[src/rtl/car_parking_pkg.sv]
// Shared types and parameter defaults for the car-park entry gate controller.
package car_parking_pkg;

  typedef enum logic [2:0] {
    IDLE       = 3'd0,
    WAIT_PASS  = 3'd1,
    WRONG_PASS = 3'd2,
    RIGHT_PASS = 3'd3,
    STOP       = 3'd4
  } state_t;

  localparam int WAIT_CYCLES_DEFAULT = 4;
  localparam int BLINK_HALF_DEFAULT  = 8;

endpackage

[src/rtl/car_parking_blink.sv]
// Square-wave generator for the alert LED; compiled only when CAR_PARKING_BLINK_EN
// is defined. Restart forces the output high and the phase counter to zero.
`ifdef CAR_PARKING_BLINK_EN
module car_parking_blink #(
  parameter int BLINK_HALF = 8
) (
  input  logic clk,
  input  logic rst_n,
  input  logic restart,
  input  logic enable,
  output logic blink
);

  localparam int BW = (BLINK_HALF > 1) ? $clog2(BLINK_HALF) : 1;
  localparam logic [BW-1:0] HALF_LAST = BW'(BLINK_HALF - 1);

  logic [BW-1:0] cnt_q, cnt_d;
  logic          blink_q, blink_d;

  always_comb begin
    cnt_d   = cnt_q;
    blink_d = blink_q;
    if (restart) begin
      cnt_d   = '0;
      blink_d = 1'b1;
    end else if (enable) begin
      if (cnt_q == HALF_LAST) begin
        cnt_d   = '0;
        blink_d = ~blink_q;
      end else begin
        cnt_d = cnt_q + 1'b1;
      end
    end
  end

  always_ff @(posedge clk or negedge rst_n) begin
    if (!rst_n) begin
      cnt_q   <= '0;
      blink_q <= 1'b1;
    end else begin
      cnt_q   <= cnt_d;
      blink_q <= blink_d;
    end
  end

  assign blink = blink_q;

endmodule
`endif

[src/rtl/car_parking_gate_fsm.sv]
// Moore controller for a single-lane car-park entry gate driving three LEDs.
// Define CAR_PARKING_BLINK_EN to make led_alert blink in WRONG_PASS and STOP.
module car_parking_gate_fsm
  import car_parking_pkg::*;
#(
  parameter int WAIT_CYCLES = WAIT_CYCLES_DEFAULT,
  parameter int BLINK_HALF  = BLINK_HALF_DEFAULT
) (
  input  logic clk,
  input  logic rst_n,
  input  logic sensor_entrace,
  input  logic sensor_exit,
  input  logic password,
  output logic led_alert,
  output logic led_available,
  output logic led_wait
);

  localparam int CW = $clog2(WAIT_CYCLES + 1);
  localparam logic [CW-1:0] WAIT_LAST = CW'(WAIT_CYCLES - 1);

  if (WAIT_CYCLES < 1) begin : g_bad_wait
    $error("WAIT_CYCLES must be at least 1");
  end
  if (BLINK_HALF < 1) begin : g_bad_blink
    $error("BLINK_HALF must be at least 1");
  end

  state_t          state_q, state_d;
  logic [CW-1:0]   wait_cnt_q, wait_cnt_d;
  logic            alert_on;

  // NOTE: every signal written here is given a default first, so no path
  // through the case leaves it unassigned and no latch is inferred.
  always_comb begin
    state_d    = state_q;
    wait_cnt_d = '0;
    case (state_q)
      IDLE: begin
        if (sensor_entrace) state_d = WAIT_PASS;
      end
      WAIT_PASS: begin
        if (wait_cnt_q < WAIT_LAST) begin
          wait_cnt_d = wait_cnt_q + 1'b1;
        end else begin
          state_d = password ? RIGHT_PASS : WRONG_PASS;
        end
      end
      WRONG_PASS: begin
        if (password) state_d = RIGHT_PASS;
      end
      RIGHT_PASS: begin
        if (sensor_entrace && sensor_exit) state_d = STOP;
        else if (sensor_exit)              state_d = IDLE;
      end
      STOP: begin
        if (password) state_d = RIGHT_PASS;
      end
      default: state_d = IDLE;
    endcase
  end

  // NOTE: state flops use non-blocking assignments so every register samples
  // the values computed before the edge, independent of statement order.
  always_ff @(posedge clk or negedge rst_n) begin
    if (!rst_n) begin
      state_q    <= IDLE;
      wait_cnt_q <= '0;
    end else begin
      state_q    <= state_d;
      wait_cnt_q <= wait_cnt_d;
    end
  end

`ifdef CAR_PARKING_BLINK_EN
  logic blink;

  // Blink phase restarts on every state change so each alert episode starts lit.
  car_parking_blink #(
    .BLINK_HALF (BLINK_HALF)
  ) u_blink (
    .clk     (clk),
    .rst_n   (rst_n),
    .restart (state_d != state_q),
    .enable  ((state_q == WRONG_PASS) || (state_q == STOP)),
    .blink   (blink)
  );

  assign alert_on = blink;
`else
  assign alert_on = 1'b1;
`endif

  always_comb begin
    led_alert     = 1'b0;
    led_available = 1'b0;
    led_wait      = 1'b0;
    case (state_q)
      WAIT_PASS:  led_wait      = 1'b1;
      WRONG_PASS: led_alert     = alert_on;
      RIGHT_PASS: led_available = 1'b1;
      STOP: begin
        led_alert = alert_on;
        led_wait  = 1'b1;
      end
      default: ;
    endcase
  end

endmodule

[config.mk]
export PLATFORM = sky130hd
export DESIGN_NAME = car_parking_gate_fsm
export DESIGN_NICKNAME = d
export VERILOG_FILES = /design/src/rtl/car_parking_pkg.sv /design/src/rtl/car_parking_blink.sv /design/src/rtl/car_parking_gate_fsm.sv
export SDC_FILE = /design/constraint.sdc
export NUM_CORES = 1
export LEC_CHECK = 0
export BUFFER_PORTS_ARGS = -buffer_cell sky130_fd_sc_hd__buf_2
export CAP_MARGIN = 10
export CORE_AREA = 2 2 39 41
export CTS_CLUSTER_DIAMETER = 40
export DETAILED_ROUTE_END_ITERATION = 8
export DIE_AREA = 0 0 41 43
export GPL_TIMING_DRIVEN = 0
export PLACE_DENSITY_LB_ADDON = 0.2
export SLEW_MARGIN = 20
export SYNTH_ARGS = -nofsm -noshare
export SYNTH_HDL_FRONTEND = slang
export SYNTH_SLANG_ARGS = --single-unit
[constraint.sdc]
create_clock -name clk -period 3.8 [get_ports clk]
set_clock_uncertainty 0.2 [all_clocks]
set_input_delay 0.76 -clock clk [delete_from_list [all_inputs] [get_ports clk]]
set_output_delay 0.76 -clock clk [all_outputs]
set_load 0.02 [all_outputs]
Yosys cells after proc, flatten, opt, wreduce, memory -nomap -nowiden
Index checks and enable logic that the tools add are counted.
{"block": "word_totals", "reg_bits": 6, "wordCells": 29, "output_inout_bits": 3, "in_bits": 5}
{"block": "op_classes", "addsub": 1, "eq_ne": 8, "n_mux": 12, "magnitude_cmp": 1, "n_reduce_logical": 5}
{"cell": "$mux W3", "count": 7}
{"cell": "$pmux W3 S4", "count": 1}
{"cell": "$eq A3 B2 Y1 const B", "count": 2}
{"cell": "$mux W1", "count": 4}
{"cell": "$ne A2 B2 Y1 const B", "count": 2}
{"cell": "$reduce_and A4 Y1", "count": 1}
{"cell": "$reduce_or A2 Y1", "count": 2}
{"cell": "$add A3 B1 Y3 const B", "count": 1}
{"cell": "$eq A3 B1 Y1 const B", "count": 1}
{"cell": "$eq A3 B3 Y1 const B", "count": 1}
{"cell": "$logic_not A3 Y1", "count": 1}
{"cell": "$lt A3 B2 Y1 const B", "count": 1}
{"cell": "$ne A3 B3 Y1 const B", "count": 1}
{"cell": "$ne A2 B1 Y1 const B", "count": 1}
{"cell": "$logic_and A1 B1 Y1", "count": 1}

Depth between registers and ports, before layout
Gate-level depths: netlist (run 1).
{"block": "logic_depth", "word_depth": 4, "mapped_depth": 4, "ltp_nobuf": 3}

Least setup slack after synthesis (run 1)
No wires, ideal clock.
{"block": "synth_timing", "kind": "flip-flop to output port", "startpoint": "register state_q[2]", "endpoint": "output led_alert", "stages_incl_launch_ff": 4, "path_slack_ns": 1.944, "required_ns": 2.840, "arrival_time_ns": 0.896, "n_path_buf": 1, "cell_sequence": "dfrtp_1 -> buf_2 -> xnor2_1 -> nor2_1"}
{"block": "synth_between", "elab_chain_len": 3, "elab_cells_between_ends": 4, "classes_between": "eq/ne (2); mux (1); reduce/logical (1)"}
{"element": "start: declaration", "line_no": "car_parking_gate_fsm.sv:29", "text": "state_t state_q, state_d;"}
{"element": "start signal: assignment", "line_no": "car_parking_gate_fsm.sv:70", "text": "state_q <= state_d;"}
{"element": "$eq A3 B3 Y1 / $eq A3 B2 Y1 (equally long branches)", "line_no": "car_parking_gate_fsm.sv:98", "text": "case (state_q)"}
{"element": "$reduce_or A2 Y1 (no line) *"}
{"element": "$mux W1 *", "line_no": "car_parking_gate_fsm.sv:98"}
{"element": "end: declaration", "line_no": "car_parking_gate_fsm.sv:14", "text": "output logic led_alert,"}
Mark *: on every way between the ends. The rest lies on a longest branch, timed or not.

Worst setup path after layout (run 1)
{"block": "layout_timing", "startpoint": "register state_q[2]", "endpoint": "output led_available"}
{"block": "layout_between", "elab_chain_len": 2}
{"element": "$eq A3 B2 Y1", "line_no": "car_parking_gate_fsm.sv:98"}
{"element": "$mux W1", "line_no": "car_parking_gate_fsm.sv:98"}
{"element": "end: declaration", "line_no": "car_parking_gate_fsm.sv:15", "text": "output logic led_available,"}
No other way between the ends.

==> impl_metrics.py, run 1 <==
metrics = {
    "run_status": {
        "status": "complete, no violations",
    },
    "clock_tree": {
        "cts_sinks": 6,
        "cts-root-buf": "clkbuf_4",
        "post_cts_resized": 0,
        "htreeDepth": 1,
        "clkTransAtPathRegs_ns": 0.06,
        "cts_tree": "done",
        "clock_path_buffers": 2,
        "clk_latency_ns": 0.25,
        "cts_buffers": 3,
        "cts_setup_buffers": 0,
        "ctsHoldBuffers": 0,
    },
    "logic_synthesis": {
        "yosysWarnings": 0,
        "netlist_instances": 33,
        "synth_flop_cell": "dfrtp_1",
        "yosysSeqAreaShare": 0.438,
        "synth.area.top_cells": "dfrtp_1, a211oi_4, xnor2_1",
        "syn_area_um2": 343,
        "yosysUniqueCellTypes": 20,
        "ys_ff_latch": 6,
        "ys_async_sr_fraction": 1.00,
        "synth_area_per_cell_um2": 10.4,
        "synth_top_area_share": 0.438,
        "synth-edff-count": 0,
        "syn_nets": 39,
        "yosys.area.top_type": "dfrtp_1",
    },
    "floorplanning": {
        "ioPinCount": 8,
        "placementRows": 14,
        "die_h_um": 43,
        "die_area_mm2": 0.00176,
        "start_util": 0.248,
        "coreArea_mm2": 0.00138,
        "die_x_um": 41,
    },
    "timing": {
        "setup_tns_ns": 0,
        "worstMarginPinSlew_ns": 0.268,
        "relSlewSlack": 0.819,
        "finalSetupViolCount": 0,
        "finalMaxSlewViolations": 0,
        "hold_viol_final": 0,
        "fmax_mhz": 459,
        "rsz0062_at_grt": "no",
        "period_needed_ns": 2.18,
        "min_period_over_period": 0.573,
    },
    "worst_setup_path": {
        "cp-end-kind": "primary output",
        "critical-path-slowest-cell": "dfrtp_1",
        "critPathKind": "register to primary output",
        "crit_path_max_fanout": 9,
        "rr_startpoint": "state_q[2]",
        "critPathLaunchType": "register",
        "worstPathArrival_ns": 1.22,
        "path_cells": "buf_2 -> nand3b_1 -> inv_1 -> buf_2",
        "critPathLaunch": "state_q[2]",
        "slowest_delay_ns": 0.35,
        "crit_path_frequent_cell": "buf_2",
        "critPathRequiredTime_ns": 2.84,
    },
    "place": {
        "numPortBuffers": 7,
        "routabilityCongestion": 0.709,
        "dp_hpwl_um": 524,
    },
    "finish": {
        "finalNetCount": 51,
        "layout-drive-gt1-share": 0.349,
        "final_util": 0.304,
        "diodes": 0,
        "areaGrowthSynthToFinish_pct": 22.6,
    },
    "job": {
        "maxCapViolCount": 0,
    },
    "power": {
        "ir_worst_vdd_uv": 257,
        "pwr_density_cell_mw_per_mm2": 748,
        "p_leak_uw": 0.000205,
    },
    "detailed_routing": {
        "drt_drc_violations_left": 0,
        "wl_um": 712,
        "first_pass_iters": 4,
        "wl_per_cell_um": 12.1,
        "ant_nets": 0,
        "viasPerCell": 4.81,
        "first_iter_violations": 7,
        "via_count": 284,
    },
    "grt": {
        "grt_max_degree": 10,
        "antenna_found_initial": 0,
        "first_global_vias": 288,
        "track_usage": 0.112,
        "grt_pass1_wl_mm": 1.22,
        "grt_overflow": 0,
    },
    "min_path": {
        "hp-class": "input pin to asynchronous set/reset pin",
    },
}
-- layer usage --
| metal | global-route usage | part of all wire | vias to the layer above |
|---|---|---|---|
| li1 | - | - | 134 |
| met1 | 0.122 | 0.44 | 141 |
| met2 | 0.156 | 0.49 | 9 |
| met3 | 0.0785 | 0.074 | 0 |
| met4 | 0.0600 | 0 | 0 |
| met5 | 0 | 0 | - |
-- synthesized netlist by cell type, drive strengths merged (2+ instances only) --
| library cell | number |
|---|---|
| dfrtp | 6 |
| nor2 | 4 |
| nand2 | 2 |
| nand3b | 2 |
| xnor2 | 2 |
| buf | 3 |
| and2 | 2 |
-- critical path, delay by kind of cell, from the launching register on --
kind	cells	cell delay, ns
buffers and inverters	3	0.39
DFF	1	0.35
and+or+nand+nor	1	0.21
-- stage by stage --
step                      hold WS (ns)  total power (µW)  area, µm²  instances  worst slack, ns
final                            0.120               315        420         59             1.62
after global routing             0.119               344        420         59             1.55
after CTS                        0.122               319        420         59             1.62
after detailed placement         0.321               255        398         56             1.92
after global placement           0.314               248        398         56             1.91
after floorplan                  0.264               216        343         33             1.94
-- placed cells by master, fill, tap and decap left out, drive strengths merged --
master    n
a211oi    1
a22oi     1
and2      2
and3      1
and3b     1
buf      10
clkbuf    3
dfrtp     6
ha        1
inv       1
nand2     2
nand3     1
nand3b    2
nor2      4
o2111ai   1
o22ai     1
o41ai     1
or2       1
xnor2     2
xor2      1
-- state kept, by name, indices dropped and copies added (netlist names) --
| name | flops |
|---|---|
| state_q | 3 |
| wait_cnt_q | 3 |
-- final timing paths --
kind / end / slack (ns) / cells past startpoint
setup / recovery: led_available / 1.62 / 4
hold / removal: state_q[2] / 0.12 / 1
setup reg to reg: state_q[0] / 2.43 / 4
hold reg to reg: wait_cnt_q[0] / 0.32 / 1
max in group asynchronous: wait_cnt_q[1] / 3.12 / 1
min in group clk: wait_cnt_q[0] / 0.32 / 1
-- where the power goes --
group | internal (µW) | switching (µW)
clock | 35.9 | 26.0
sequential | 84.4 | 14.7
combinational | 68.3 | 85.1
-- cell type report --
cell class	count	area, µm²
buffer	3	21.3
sequential	6	150
inverter	1	3.75
clock buffer	3	22.5
timing repair buffer	7	35.0
multi-input combinational	23	168
fill	161	963
tap	16	20.0
-- cell families after synthesis --
kind of cell,Yosys count,share of synthesized area
AND/OR/NAND/NOR,14,0.226
flip-flops,6,0.438
AO/OA/AOI/OAI,5,0.150
buffers and inverters,4,0.0730
XOR/XNOR,3,0.0767
adder cells (fa/ha/maj),1,0.0365
Note: power is estimated with default switching activity, not from simulation.
==> run 2, diff against run 1 <==
==> constraint.sdc (replaced) <==
create_clock -name clk -period 1.87 [get_ports clk]
set_clock_uncertainty 0.2 [all_clocks]
set_input_delay 0.374 -clock clk [delete_from_list [all_inputs] [get_ports clk]]
set_output_delay 0.374 -clock clk [all_outputs]
set_load 0.02 [all_outputs]
==> impl_metrics.py, run 2 (synthesized netlist as in run 1, its figures left out) <==
metrics = {
    "run_status": {
        "status": "complete, no violations",
    },
    "grt": {
        "grt_overflow": 0,
        "antenna_found_initial": 0,
        "first_global_vias": 288,
        "grt_pass1_wl_mm": 1.22,
        "track_usage": 0.112,
        "grt_max_degree": 10,
    },
    "clock_tree": {
        "clock_path_buffers": 2,
        "cts_setup_buffers": 0,
        "htreeDepth": 1,
        "cts_buffers": 3,
        "clkTransAtPathRegs_ns": 0.06,
        "clk_latency_ns": 0.25,
        "cts-root-buf": "clkbuf_4",
        "post_cts_resized": 0,
        "cts_sinks": 6,
        "cts_tree": "done",
    },
    "floorplanning": {
        "coreArea_mm2": 0.00138,
        "die_area_mm2": 0.00176,
        "placementRows": 14,
        "start_util": 0.248,
        "ioPinCount": 8,
        "die_h_um": 43,
        "die_x_um": 41,
    },
    "timing": {
        "relSlewSlack": 0.819,
        "finalSetupViolCount": 0,
        "timing.final.ws_setup_ns": 0.0793,
        "setup_tns_ns": 0,
        "rsz0062_at_grt": "no",
        "fmax_mhz": 558,
        "min_period_over_period": 0.958,
        "finalMaxSlewViolations": 0,
        "whs_ns": 0.149,
        "hold_viol_final": 0,
        "period_needed_ns": 1.79,
        "worstMarginPinSlew_ns": 0.268,
    },
    "finish": {
        "layout-drive-gt1-share": 0.341,
        "diodes": 0,
        "fin_cells": 60,
        "top_regs": "state_q (3), wait_cnt_q (3)",
        "finalNetCount": 52,
        "final_common_cell": "buf_2",
        "final_cell_mix": "buf_2, dfrtp_1, nor2_1",
        "areaGrowthSynthToFinish_pct": 25.5,
    },
    "power": {
        "pwr_density_cell_mw_per_mm2": 1490,
        "p_leak_uw": 0.000210,
        "power_uw": 641,
        "ir_worst_vdd_uv": 522,
    },
    "worst_setup_path": {
        "critPathRequiredTime_ns": 1.30,
        "critPathKind": "register to primary output",
        "critPathLaunchType": "register",
        "slowest_delay_ns": 0.35,
        "path_delay_family": "buffers and inverters",
        "crit_path_frequent_cell": "buf_2",
        "cp-end-kind": "primary output",
        "path_cells": "buf_2 -> nand3b_1 -> inv_1 -> buf_2",
        "worstPathArrival_ns": 1.22,
        "rr_worst_depth": 4,
        "critical-path-slowest-cell": "dfrtp_1",
        "cp.depth": 4,
        "crit_path_max_fanout": 9,
        "path_buf_inv": 3,
    },
    "place": {
        "numPortBuffers": 7,
        "dp_hpwl_um": 524,
        "placedCellCount": 56,
        "routabilityCongestion": 0.709,
        "pre_cts_slack_ns": 0.379,
    },
    "detailed_routing": {
        "drt_drc_violations_left": 0,
        "via_count": 286,
        "wl_per_cell_um": 11.9,
        "wl_um": 715,
        "ant_nets": 0,
        "viasPerCell": 4.77,
        "first_pass_iters": 4,
        "first_iter_violations": 7,
    },
    "min_path": {
        "hp-class": "input pin to register",
        "holdPathStages": 2,
    },
    "job": {
        "maxCapViolCount": 0,
    },
}
## run 2: cell types whose count changed in the layout (fill, tap and decap cells not counted)
cell	change
dlygate4sd3_1	+1
## run 2: stage by stage
step                instance area [µm²]   util
finish                              430  0.311
global route                        430  0.311
CTS                                 430  0.311
detailed placement                  398  0.288
global placement                    398  0.288
floorplan                           343      -
## run 2: path summary, 6_finish.rpt
path | from | to | slack (ns)
min | password | state_q[2] | 0.15
max in group asynchronous | rst_n | wait_cnt_q[1] | 1.04
max reg2reg | state_q[2] | state_q[0] | 0.50
min in group asynchronous | rst_n | state_q[2] | 0.27
min reg2reg | wait_cnt_q[0] | wait_cnt_q[0] | 0.32
max | state_q[2] | led_available | 0.08
## run 2: area by class of cell
| class | instances | area [µm²] |
|---|---|---|
| fillers | 160 | 953 |
| multi-input cells | 23 | 168 |
| flip-flops and latches | 6 | 150 |
| repair buffers | 8 | 45.0 |
| clock buffers | 3 | 22.5 |
| plain buffers | 3 | 21.3 |
| well taps | 16 | 20.0 |
| inverters | 1 | 3.75 |
## run 2: routing by layer
metal	routed length (µm)	global-route usage	vias up	part of all wire
met4	0	0.0600	0	0
met5	0	0	-	0
met2	347	0.156	9	0.49
met1	317	0.122	141	0.44
li1	-	-	136	-
met3	50	0.0785	0	0.070
## run 2: worst reg2reg max path, cell delays in order (launching register included)
cell	delay, ns
dfrtp_1	0.35
buf_2	0.17
nand3b_1	0.21
or2_1	0.23
o2111ai_1	0.10
## run 2: what timing repair did
action / in CTS / in global routing
endpoints found under the setup margin: 0 / 0
endpoints found under the hold margin: 6 / 0
hold buffers: 1 / 0
## run 2: report_power, final
part	internal (µW)	total (µW)	switching, µW
registers	171	201	29.9
logic	140	313	173
clock network	73.0	126	52.9
total	385	641	256
==> run 3, diff against run 2 <==
--- a/config.mk
+++ b/config.mk
@@ -5,13 +5,17 @@
 export SDC_FILE = /design/constraint.sdc
 export NUM_CORES = 1
 export LEC_CHECK = 0
+export ABC_AREA = 1
 export BUFFER_PORTS_ARGS = -buffer_cell sky130_fd_sc_hd__buf_2
 export CAP_MARGIN = 10
-export CORE_AREA = 2 2 39 41
+export CELL_PAD_IN_SITES_DETAIL_PLACEMENT = 0
+export CELL_PAD_IN_SITES_GLOBAL_PLACEMENT = 2
+export CORE_AREA = 2 2 42 44
 export CTS_CLUSTER_DIAMETER = 40
 export DETAILED_ROUTE_END_ITERATION = 8
-export DIE_AREA = 0 0 41 43
+export DIE_AREA = 0 0 44 46
 export GPL_TIMING_DRIVEN = 0
+export MAX_ROUTING_LAYER = met4
 export PLACE_DENSITY_LB_ADDON = 0.2
 export SLEW_MARGIN = 20
 export SYNTH_ARGS = -nofsm -noshare
==> impl_metrics.py, run 3 <==
metrics = {
    "worst_setup_path": {
        "critPathLaunchType": "register",
        "cp-end-kind": "primary output",
        "rr_worst_depth": 7,
        "critical-path-slowest-cell": "dfrtp_1",
        "worstPathArrival_ns": 1.20,
        "critPathRequiredTime_ns": 1.30,
        "crit_path_max_fanout": 6,
        "critPathKind": "register to primary output",
        "path_delay_family": "flip-flops",
        "path_cells": "nor2_2 -> nand2_2 -> nand2_2 -> buf_2",
        "critPathLaunch": "state_q[1]",
        "r2r_end": "state_q[1]",
        "r2r_setup_slack_ns": 0.54,
        "crit_path_frequent_cell": "nand2_2",
        "slowest_delay_ns": 0.43,
        "rr_startpoint": "state_q[1]",
        "path_buf_inv": 1,
    },
    "floorplanning": {
        "ioPinCount": 8,
        "placementRows": 15,
        "start_util": 0.212,
        "die_x_um": 44,
        "die_h_um": 46,
        "die_area_mm2": 0.00202,
        "coreArea_mm2": 0.00161,
    },
    "detailed_routing": {
        "first_iter_violations": 4,
        "viasPerCell": 4.14,
        "first_pass_iters": 3,
        "drt_drc_violations_left": 0,
        "ant_nets": 0,
        "via_count": 302,
        "wl_um": 678,
        "wl_per_cell_um": 9.29,
    },
    "logic_synthesis": {
        "yosys.area.top_type": "dfrtp_1",
        "syn_area_um2": 342,
        "synthAdderAreaFrac": 0.0366,
        "yosys-top-cells-count": "nand2_1, dfrtp_1, inv_1, nor2_1, nand3_1",
        "synth_flop_cell": "dfrtp_1",
        "yosys.area_share.simple": 0.392,
        "yosysWarnings": 0,
        "synth.area.top_cells": "dfrtp_1, nand2_1, nand3_1",
        "synthXorXnorAreaFrac": 0,
        "netlist_instances": 45,
        "synth_top_family_by_area": "simple AND/OR/NAND/NOR gates",
        "syn_nets": 51,
        "yosysSeqAreaShare": 0.440,
        "synth_top_area_share": 0.440,
        "ys_ff_latch": 6,
        "synth_area_per_cell_um2": 7.59,
        "ys_async_sr_fraction": 1.00,
        "synth-edff-count": 0,
        "muxShareOfSynthArea": 0,
        "synth_compound_gate_area_share": 0.0440,
        "yosysMostFrequentCell": "nand2_1",
        "yosysUniqueCellTypes": 14,
    },
    "clock_tree": {
        "ctsHoldBuffers": 1,
        "cts-root-buf": "clkbuf_4",
        "clkTransAtPathRegs_ns": 0.05,
        "cts_tree": "done",
        "post_cts_resized": 0,
        "cts_buffers": 3,
        "cts_sinks": 6,
        "clock_path_buffers": 2,
        "cts_setup_buffers": 0,
        "htreeDepth": 1,
        "clk_latency_ns": 0.25,
    },
    "finish": {
        "layout-drive-gt1-share": 0.357,
        "final_common_cell": "nand2_1",
        "areaGrowthSynthToFinish_pct": 26.0,
        "finalNetCount": 64,
        "diodes": 0,
        "fin_cells": 73,
        "final_cell_mix": "nand2_1, buf_2, dfrtp_1",
        "top_regs": "state_q (3), wait_cnt_q (3)",
        "fillers": 188,
    },
    "timing": {
        "period_needed_ns": 1.77,
        "setup_tns_ns": 0,
        "rsz0062_at_grt": "no",
        "fmax_mhz": 565,
        "worstMarginPinSlew_ns": 0.197,
        "finalSetupViolCount": 0,
        "finalMaxSlewViolations": 0,
        "relSlewSlack": 0.868,
        "hold_viol_final": 0,
        "min_period_over_period": 0.947,
    },
    "place": {
        "numPortBuffers": 7,
        "routabilityCongestion": 0.657,
        "placedCellCount": 69,
        "dp_hpwl_um": 557,
    },
    "grt": {
        "first_global_vias": 288,
        "antenna_found_initial": 0,
        "grt_overflow": 0,
        "grt_max_degree": 7,
        "grt_pass1_wl_mm": 1.04,
        "track_usage": 0.0775,
    },
    "min_path": {
        "hold_path.startpoint": "sensor_exit",
        "hp-class": "input pin to register",
        "worstHoldEndpoint": "state_q[2]",
        "holdPathStages": 3,
    },
    "power": {
        "ir_worst_vdd_uv": 424,
        "p_leak_uw": 0.000243,
        "pwr_density_cell_mw_per_mm2": 1760,
    },
    "run_status": {
        "status": "complete, no violations",
    },
    "job": {
        "maxCapViolCount": 0,
    },
}
-- run 3: cell types whose count changed in the layout (fill, tap and decap cells not counted), moves of 2 or more --
cell,before,now
and2_1,2,0
buf_2,9,7
inv_1,1,5
inv_2,0,3
nand2_1,2,9
nand2_2,0,3
nand3_1,1,4
nor2_2,0,3
o21ai_0,0,2
xnor2_1,2,0
-- run 3: layer usage --
| metal | wire [µm] | track usage | vias up |
|---|---|---|---|
| met3 | 33 | 0.0119 | 2 |
| met4 | 19 | 0.0727 | 0 |
| li1 | - | - | 163 |
| met1 | 339 | 0.0911 | 131 |
| met5 | 0 | - | - |
| met2 | 286 | 0.112 | 6 |
-- run 3: how the worst max path moves through the flow --
stage,to,slack (ns),cells after the start
final,led_alert,0.1,4
after global routing,led_alert,0.03,4
after CTS,led_alert,0.08,4
after detailed placement,led_alert,0.35,4
after global placement,led_alert,0.36,4
after floorplan,led_wait,0.50,3
-- run 3: cell type report --
cell class | count | area, µm² | area share
multi-input combinational | 31 | 161 | 0.375
sequential | 6 | 150 | 0.349
timing repair buffer | 8 | 45.0 | 0.105
inverter | 8 | 30.0 | 0.0698
clock buffer | 3 | 22.5 | 0.0523
tap | 17 | 21.3 | 0.0494
-- run 3: worst min-delay path, stage by stage --
cell and delay (ns):
buf_2 0.09, nand3_1 0.08, nand2_1 0.07
-- run 3: cells by family (layout without fill, tap and decap cells) --
family | count (synthesis) | count (layout)
and+or+nand+nor | 27 | 27
buffers and inverters | 8 | 19
DFF | 6 | 6
AOI/OAI and AO/OA | 3 | 3
adders and majority gates | 1 | 1
-- run 3: stage by stage --
step | utilization | cell area (µm²) | total power (µW) | setup WS (ns) | hold WS (ns)
2_1_floorplan | - | 342 | 533 | 0.497 | -0.122
3_3_place_gp | 0.247 | 398 | 648 | 0.358 | 0.00732
3_5_place_dp | 0.247 | 398 | 639 | 0.349 | 0.00465
4_1_cts | 0.267 | 430 | 767 | 0.0830 | 0.194
5_1_grt | 0.267 | 430 | 821 | 0.0283 | 0.220
6_report | 0.267 | 430 | 755 | 0.0990 | 0.192
-- run 3: where the power goes --
part	leakage, µW	switching (µW)	internal, µW	total, µW
sequential	0.0000768	55.8	180	236
combinational	0.000153	257	141	397
clock	0.0000138	49.5	72.8	122
